File: config.mk
export PLATFORM = sky130hd
export DESIGN_NAME = pdm_playback
export DESIGN_NICKNAME = d
export VERILOG_FILES = /design/src/rtl/pdm_playback.sv
export SDC_FILE = /design/constraint.sdc
export NUM_CORES = 1
export LEC_CHECK = 0
export BUFFER_PORTS_ARGS = -buffer_cell sky130_fd_sc_hd__buf_2
export CORE_MARGIN = 2
export CORE_UTILIZATION = 62
export CTS_CLUSTER_SIZE = 12
export DETAILED_ROUTE_END_ITERATION = 10
export PLACE_DENSITY_LB_ADDON = 0.3
export SYNTH_ARGS = -nofsm -noshare
export SYNTH_HDL_FRONTEND = slang
export SYNTH_SLANG_ARGS = --single-unit
File: constraint.sdc
create_clock -name clk_in -period 4.6 [get_ports clk_in]
set_clock_uncertainty 0.2 [all_clocks]
set_input_delay 0.23 -clock clk_in [delete_from_list [all_inputs] [get_ports clk_in]]
set_output_delay 0.23 -clock clk_in [all_outputs]
set_load 0.03 [all_outputs]
File: src/rtl/pdm_playback.sv
// Plays 8-bit signed samples out as a 1-bit pulse-density stream: a small FIFO feeds a
// first-order sigma-delta modulator that holds each sample for NUM_PDM_SAMPLES PDM steps.
module pdm_playback #(
    parameter int PDM_COUNT_PERIOD = 32,
    parameter int NUM_PDM_SAMPLES  = 256,
    parameter int FIFO_DEPTH       = 16
) (
    input  logic                          clk_in,
    input  logic                          rst_in,
    input  logic                          enable_in,
    input  logic [7:0]                    sample_in,
    input  logic                          sample_valid_in,
    output logic                          sample_ready_out,
    output logic [$clog2(FIFO_DEPTH):0]   fifo_count_out,
    output logic                          pdm_clk_out,
    output logic                          pdm_out,
    output logic                          sample_consumed_out,
    output logic                          underflow_out
);

    localparam int SW = (PDM_COUNT_PERIOD > 1) ? $clog2(PDM_COUNT_PERIOD) : 1;
    localparam int HW = (NUM_PDM_SAMPLES > 1) ? $clog2(NUM_PDM_SAMPLES) : 1;
    localparam int AW = (FIFO_DEPTH > 1) ? $clog2(FIFO_DEPTH) : 1;
    localparam int CW = $clog2(FIFO_DEPTH) + 1;

    localparam logic [SW-1:0] STEP_LAST = SW'(PDM_COUNT_PERIOD - 1);
    localparam logic [SW-1:0] CLK_HIGH  = SW'(PDM_COUNT_PERIOD / 2);
    localparam logic [HW-1:0] HOLD_LAST = HW'(NUM_PDM_SAMPLES - 1);
    localparam logic [CW-1:0] FIFO_FULL = CW'(FIFO_DEPTH);

    // Two's complement to offset binary: -128 maps to 0, +127 to 255.
    function automatic logic [7:0] to_offset_binary(input logic signed [7:0] s);
        return {~s[7], s[6:0]};
    endfunction

    logic [SW-1:0]        step_cnt_q, step_cnt_d;
    logic [HW-1:0]        hold_cnt_q, hold_cnt_d;
    logic [7:0]           acc_q, acc_d;
    logic signed [7:0]    cur_sample_q, cur_sample_d;
    logic signed [7:0]    sel_sample;
    logic                 pdm_q, pdm_d;
    logic                 pdm_clk_q, pdm_clk_d;
    logic                 consumed_q, consumed_d;
    logic                 underflow_q, underflow_d;
    logic [CW-1:0]        count_q, count_d;
    logic [AW-1:0]        wr_ptr_q, wr_ptr_d;
    logic [AW-1:0]        rd_ptr_q, rd_ptr_d;
    logic [7:0]           mem_q [FIFO_DEPTH];
    logic [8:0]           sum;
    logic                 step, load, fifo_empty, push, pop;

    always_comb begin
        push       = sample_valid_in && sample_ready_out;
        step       = enable_in && (step_cnt_q == STEP_LAST);
        load       = step && (hold_cnt_q == '0);
        fifo_empty = (count_q == '0);
        pop        = load && !fifo_empty;

        // On a load step the modulator must see the freshly selected sample.
        sel_sample = cur_sample_q;
        if (load) begin
            sel_sample = fifo_empty ? 8'sd0 : $signed(mem_q[rd_ptr_q]);
        end
        sum = {1'b0, acc_q} + {1'b0, to_offset_binary(sel_sample)};

        step_cnt_d   = '0;
        hold_cnt_d   = '0;
        acc_d        = '0;
        cur_sample_d = '0;
        pdm_d        = 1'b0;
        if (enable_in) begin
            step_cnt_d   = step ? '0 : step_cnt_q + 1'b1;
            hold_cnt_d   = hold_cnt_q;
            acc_d        = acc_q;
            cur_sample_d = load ? sel_sample : cur_sample_q;
            pdm_d        = pdm_q;
            if (step) begin
                hold_cnt_d = (hold_cnt_q == HOLD_LAST) ? '0 : hold_cnt_q + 1'b1;
                acc_d      = sum[7:0];
                pdm_d      = sum[8];
            end
        end
        // Registered from the next count so the rising edge lines up with the pdm_out update.
        pdm_clk_d   = enable_in && (step_cnt_d < CLK_HIGH);
        consumed_d  = pop;
        underflow_d = load && fifo_empty;

        wr_ptr_d = push ? wr_ptr_q + 1'b1 : wr_ptr_q;
        rd_ptr_d = pop ? rd_ptr_q + 1'b1 : rd_ptr_q;
        count_d  = count_q;
        if (push && !pop) begin
            count_d = count_q + 1'b1;
        end else if (pop && !push) begin
            count_d = count_q - 1'b1;
        end
    end

    always_ff @(posedge clk_in or posedge rst_in) begin
        if (rst_in) begin
            step_cnt_q   <= '0;
            hold_cnt_q   <= '0;
            acc_q        <= '0;
            cur_sample_q <= '0;
            pdm_q        <= 1'b0;
            pdm_clk_q    <= 1'b0;
            consumed_q   <= 1'b0;
            underflow_q  <= 1'b0;
            count_q      <= '0;
            wr_ptr_q     <= '0;
            rd_ptr_q     <= '0;
        end else begin
            step_cnt_q   <= step_cnt_d;
            hold_cnt_q   <= hold_cnt_d;
            acc_q        <= acc_d;
            cur_sample_q <= cur_sample_d;
            pdm_q        <= pdm_d;
            pdm_clk_q    <= pdm_clk_d;
            consumed_q   <= consumed_d;
            underflow_q  <= underflow_d;
            count_q      <= count_d;
            wr_ptr_q     <= wr_ptr_d;
            rd_ptr_q     <= rd_ptr_d;
        end
    end

    always_ff @(posedge clk_in) begin
        if (push) begin
            mem_q[wr_ptr_q] <= sample_in;
        end
    end

    assign sample_ready_out    = (count_q < FIFO_FULL);
    assign fifo_count_out      = count_q;
    assign pdm_clk_out         = pdm_clk_q;
    assign pdm_out             = pdm_q;
    assign sample_consumed_out = consumed_q;
    assign underflow_out       = underflow_q;

endmodule

# [Word level (Yosys, flattened, before mapping)]
# Memories as Yosys holds them, arrays and structs flattened.
# Cells that the tools add are included.
[word_totals] reg_bits=46 ramBits=128 input_bits=12 memories=1
[classes] n_addsub=7 n_lt_le_gt_ge=2 n_eq_ne=4 n_mux=17 n_bitwise=1 reduce_logical=14
[mem_list] name="mem_q" words=16 word_bits=8 rd=1 rd_ports_with_merged_regs=0 write_ports=1 line_no="48" text="logic [7:0] mem_q [FIFO_DEPTH];"
[op_table] operator="2-to-1 mux 8 bit" count=9
[op_table] operator="2-to-1 mux 5 bit" count=4
[op_table] operator="adder 5 x 1 -> 5 bit, second input constant" count=2
[op_table] operator="< comparator 5 bit, second input constant" count=2
[op_table] operator="adder 8 x 8 -> 9 bit" count=1
[op_table] operator="adder 4 x 1 -> 4 bit, second input constant" count=2
[op_table] operator="adder 8 x 1 -> 8 bit, second input constant" count=1
[op_table] operator="== test 8 bit, second input constant" count=1
[op_table] operator="logical AND 1 bit" count=8
[op_table] operator="logical NOT 8 bit" count=1
[op_table] operator="== test 5 bit, second input constant" count=1
[op_table] operator="logical NOT 5 bit" count=1
[op_table] operator="subtractor 5 x 1 -> 5 bit, second input constant" count=1
[op_table] operator="2-to-1 mux 1 bit" count=4
[op_table] operator="!= test 2 x 1 -> 1 bit, second input constant" count=2
[op_table] operator="logical NOT 1 bit" count=3
[op_table] operator="nonzero test 2 bit" count=1
[op_table] operator="NOT 1 bit" count=1

# [Logic depth before layout (Yosys ltp)]
[logic_depth] word_depth=8 depth_mapped=16

# [Worst setup path after synthesis]
# No wires, ideal clock.
[synth_path] path_type="reg-to-reg" startpoint="reg step_cnt_q[0]" endpoint="reg pdm_q (netlist: pdm_out)" setup_ns=0.082 arrival_time_ns=3.284 t_required_ns=4.318 setup_slack_ns=1.034 stages_incl_launch_ff=17 path_buffers=2 period_less_slack_ns=3.566 cell_sequence="dfrtp_1 > ha_1 > and3_1 > ha_1 > clkbuf_1 > nand4_2 > a21oi_2 > buf_4 > a22o_1 > ha_1 > inv_1 > fa_1 > nor2b_1 > o21ai_0 > a21boi_0 > o221ai_1 > a31oi_1"
[synth_between] elab_chain_len=8
[synth_rtl] item="start, declared" line_no="36" text="logic [SW-1:0] step_cnt_q, step_cnt_d;"
[synth_rtl] item="start signal, assigned" line_no="112" text="step_cnt_q <= step_cnt_d;"
[synth_rtl] item="== test 5 bit (*)" line_no="54" text="step = enable_in && (step_cnt_q == STEP_LAST);"
[synth_rtl] item="logical AND 1 bit (*)" line_no="54"
[synth_rtl] item="logical AND 1 bit" line_no="55" text="load = step && (hold_cnt_q == '0);"
[synth_rtl] item="2-to-1 mux 8 bit" line_no="61" text="if (load) begin"
[synth_rtl] item="NOT 1 bit" line_no="33" text="return {~s[7], s[6:0]};"
[synth_rtl] item="adder 8 x 8 -> 9 bit" line_no="64" text="sum = {1'b0, acc_q} + {1'b0, to_offset_binary(sel_sample)};"
[synth_rtl] item="2-to-1 mux 1 bit" line_no="77" text="if (step) begin"
[synth_rtl] item="2-to-1 mux 1 bit" line_no="71" text="if (enable_in) begin"
[synth_rtl] item="end signal, assigned" line_no="116" text="pdm_q <= pdm_d;"
[synth_rtl] item="end, declared" line_no="41" text="logic pdm_q, pdm_d;"
# Every way passes the cells marked *; elsewhere a longest branch is shown, timed or not. The select of a mux whose other input is x is not followed.
# A chain may end at the register's enable or synchronous reset.

# [Final worst setup path]
# Same ends and word-level chain as after synthesis.

==> out/metrics.cfg <==
[setup_path]
cpPeakStageDelay_ns = 0.50
startpoint_type = register
ff2ff_setup_slack_ns = 0.63
worstPathCellList = ha_1 > and3_1 > ha_1 > buf_4 > nand4_2 > a21oi_2 > buf_4 > a22o_1 > ha_1 > inv_1 > fa_1 > nor2b_1 > o21ai_0 > a21boi_0 > o221ai_1 > a31oi_1
crit_fanout = 17
crit_top_cell = ha_1
worstSetupPathType = register to register
ff2ff_path_depth = 16
crit_slowest_cell = a21boi_0
cp.arrival_ns = 4.12
path_buf_inv = 3
reg2reg_from = step_cnt_q[0]
rr_endpoint = pdm_out
cp_num_cells = 16
required_ns = 4.75
endpoint_kind = register
critical-path-top-delay-family = compound AO/OA/AOI/OAI gates

[power]
p_sw_share_pct = 25.6
switchingPower_mw = 0.957
total_power_mw = 3.74
p_clk_share_pct = 37.8
p_seq_share_pct = 50.1
power_leakage_nw = 3.06
powerDensity_nw_per_um2 = 442
combPwrFrac_pct = 12.1
peakVddDrop_mv = 0.372
intPower_mw = 2.78

[hold_path]
min_from = enable_in
hold_end = pdm_out
hold_depth = 3
min_path_type = input port to register

[timing]
hold_viol = 0
slew_viol_final = 0
relSlewSlack_pct = 37.1
max_freq_mhz = 252
min_period_ns = 3.97
setup_tns_ns = 0
layout_setup_ws_ns = 0.632
tightest_slew_ns = 0.942
rsz0062_at_grt = no
period_share_pct = 86.3
setup_viol = 0

[floorplan]
die_w_um = 114
rows = 40
ios = 22
core_region_area_um2 = 12000
start_util_pct = 63.1
die_area_um2 = 13100
die_h_um = 114

[clocking]
cts_made_buffers = 17
postCtsSetupBuffers = 0
path_clk_slew_ns = 0.07
cts_buffer_depth = 2
cts_max_level = 4
insertion_delay_ns = 0.43
cts_tree = done
clkSinkCount = 174
cts-root-buf = clkbuf_16

[synthesis]
synth-seq-cells = 174
synth_cell_type_count = 50
syn_nets = 489
synth_cells = 454
synthFlopType = edfxtp_1
syn_area_um2 = 7550
async_flop_share_pct = 26.4
synth-seq-area-share_pct = 66.2
syn_area_per_cell_um2 = 16.6
ys_warn_count = 0
synth_edf_count = 128

[placement]
port_buffers = 21
hpwl_um = 9030
place_ws_ns = 0.671
gp_congestion = 0.848

[finish]
diodes = 0
layout-drive-gt1-share_pct = 18.1
layout_common_cells = edfxtp_1 (128), dfrtp_1 (45), and2_1 (28)
area_delta_synth_final_pct = 12.0
nets = 525
final_common_cell = edfxtp_1

[job]
maxCapViolCount = 0

[routing]
wl_per_cell_um = 21.2
vias = 3958
first_pass_iters = 5
drt_iter0_markers = 324
routed_wl_um = 13800
drc = 0
via_per_inst = 6.09
ant_nets = 0

[global_routing]
grtUsageTotal_pct = 23.7
antenna_found_initial = 0
grt_max_degree = 47
first_global_vias = 3994
grt_overflow = 0
grt_pass1_wl_um = 22100

[run_status]
status = finished, final reports clean

## power groups by stage
stage / Clock, mW / Sequential (mW) / Combinational, mW
after global placement: 0 / 1.89 / 0.429
final: 1.41 / 1.87 / 0.454
after CTS: 1.43 / 1.87 / 0.457
after global routing: 1.50 / 1.88 / 0.500
after floorplan: 0 / 1.93 / 0.274
after detailed placement: 0 / 1.90 / 0.444
## flip-flops by register name, summed over array words and instances (netlist names)
register,cells
mem_q,128
sample_consumed_out,1
cur_sample_q,8
acc_q,8
underflow_out,1
fifo_count_out,5
rd_ptr_q,4
wr_ptr_q,4
pdm_clk_out,1
pdm_out,1
step_cnt_q,5
hold_cnt_q,8
## Yosys cell counts, types with 2 or more instances
master / instances / share of area (%)
a21boi_0: 2 / 0.20
a21o_1: 3 / 0.30
a21oi_1: 5 / 0.33
a22o_1: 6 / 0.70
a22oi_1: 2 / 0.20
and2_1: 28 / 2.3
and3_1: 3 / 0.25
buf_1: 2 / 0.10
buf_2: 3 / 0.20
buf_4: 2 / 0.20
buf_6: 3 / 0.45
clkbuf_1: 9 / 0.45
dfrtp_1: 46 / 15
edfxtp_1: 128 / 51
fa_1: 2 / 0.53
ha_1: 21 / 3.5
inv_1: 13 / 0.65
mux2_2: 2 / 0.30
mux2i_1: 26 / 3.4
mux4_1: 8 / 2.8
mux4_2: 24 / 7.2
nand2_1: 19 / 0.95
nand3_1: 4 / 0.27
nand4_1: 7 / 0.58
nor2_1: 9 / 0.45
nor2b_1: 13 / 1.1
nor3_1: 5 / 0.33
nor3b_1: 4 / 0.40
o211ai_1: 4 / 0.40
o21a_1: 2 / 0.20
o21ai_0: 12 / 0.80
o21bai_1: 2 / 0.20
o31ai_1: 2 / 0.20
or4_1: 2 / 0.20
xnor2_1: 13 / 1.5
xor2_1: 4 / 0.46
## how the worst max path moves through the flow
stage,from,endpoint
3_3_place_gp,step_cnt_q[0],pdm_out
3_5_place_dp,step_cnt_q[0],pdm_out
5_1_grt,step_cnt_q[0],pdm_out
6_report,step_cnt_q[0],pdm_out
2_1_floorplan,step_cnt_q[0],pdm_out
4_1_cts,step_cnt_q[0],pdm_out
## cell families (layout without fill, tap and decap cells)
| kind of cell | count (synthesis) | after routing | share of synthesized area [%] |
|---|---|---|---|
| buffers and inverters | 34 | 83 | 2.35 |
| DFF | 174 | 174 | 66.2 |
| and+or+nand+nor | 100 | 100 | 7.58 |
| adders and majority gates | 23 | 23 | 4.01 |
| xor gates and xnor gates | 17 | 17 | 1.97 |
| muxes | 60 | 60 | 13.7 |
| AOI/OAI and AO/OA | 46 | 46 | 4.19 |
## layout make-up
type | instances | area (um2)
clock buffers | 17 | 425
multi-input cells | 246 | 2370
fillers | 737 | 3510
repair buffers | 37 | 260
clock inverters | 15 | 158
flip-flops and latches | 174 | 5000
inverters | 14 | 52.6
well taps | 147 | 184
## metrics by stage
step / hold WS (ns) / std cells / util, % / cell area (um2)
2_1_floorplan: 0.129 / 454 / - / 7550
3_3_place_gp: 0.241 / 609 / 65.0 / 7780
6_report: 0.0528 / 650 / 70.6 / 8450
5_1_grt: 0.0673 / 650 / 70.6 / 8450
4_1_cts: 0.00212 / 649 / 70.6 / 8440
3_5_place_dp: 0.262 / 609 / 65.0 / 7780
## layer usage
| metal | wire length [um] | global-route usage (%) | up-vias |
|---|---|---|---|
| li1 | - | - | 1818 |
| met2 | 7110 | 39.7 | 94 |
| met3 | 540 | 6.35 | 22 |
| met4 | 239 | 8.13 | 0 |
| met5 | 0 | 0 | - |
| met1 | 5910 | 30.4 | 2024 |
## worst register-to-register path: stages, from the launching register on
cell and delay [ns]:
dfrtp_1 0.37, ha_1 0.18, and3_1 0.16, ha_1 0.13
buf_4 0.22, nand4_2 0.28, a21oi_2 0.22, buf_4 0.21
a22o_1 0.16, ha_1 0.16, inv_1 0.05, fa_1 0.37
nor2b_1 0.15, o21ai_0 0.10, a21boi_0 0.50, o221ai_1 0.22
a31oi_1 0.19
## what timing repair did
item                                   4_1_cts  5_1_grt
resized for setup                            0        0
hold buffers                                 8        1
endpoints found under the hold margin      158        8
Power figures use the tool's default switching activity.
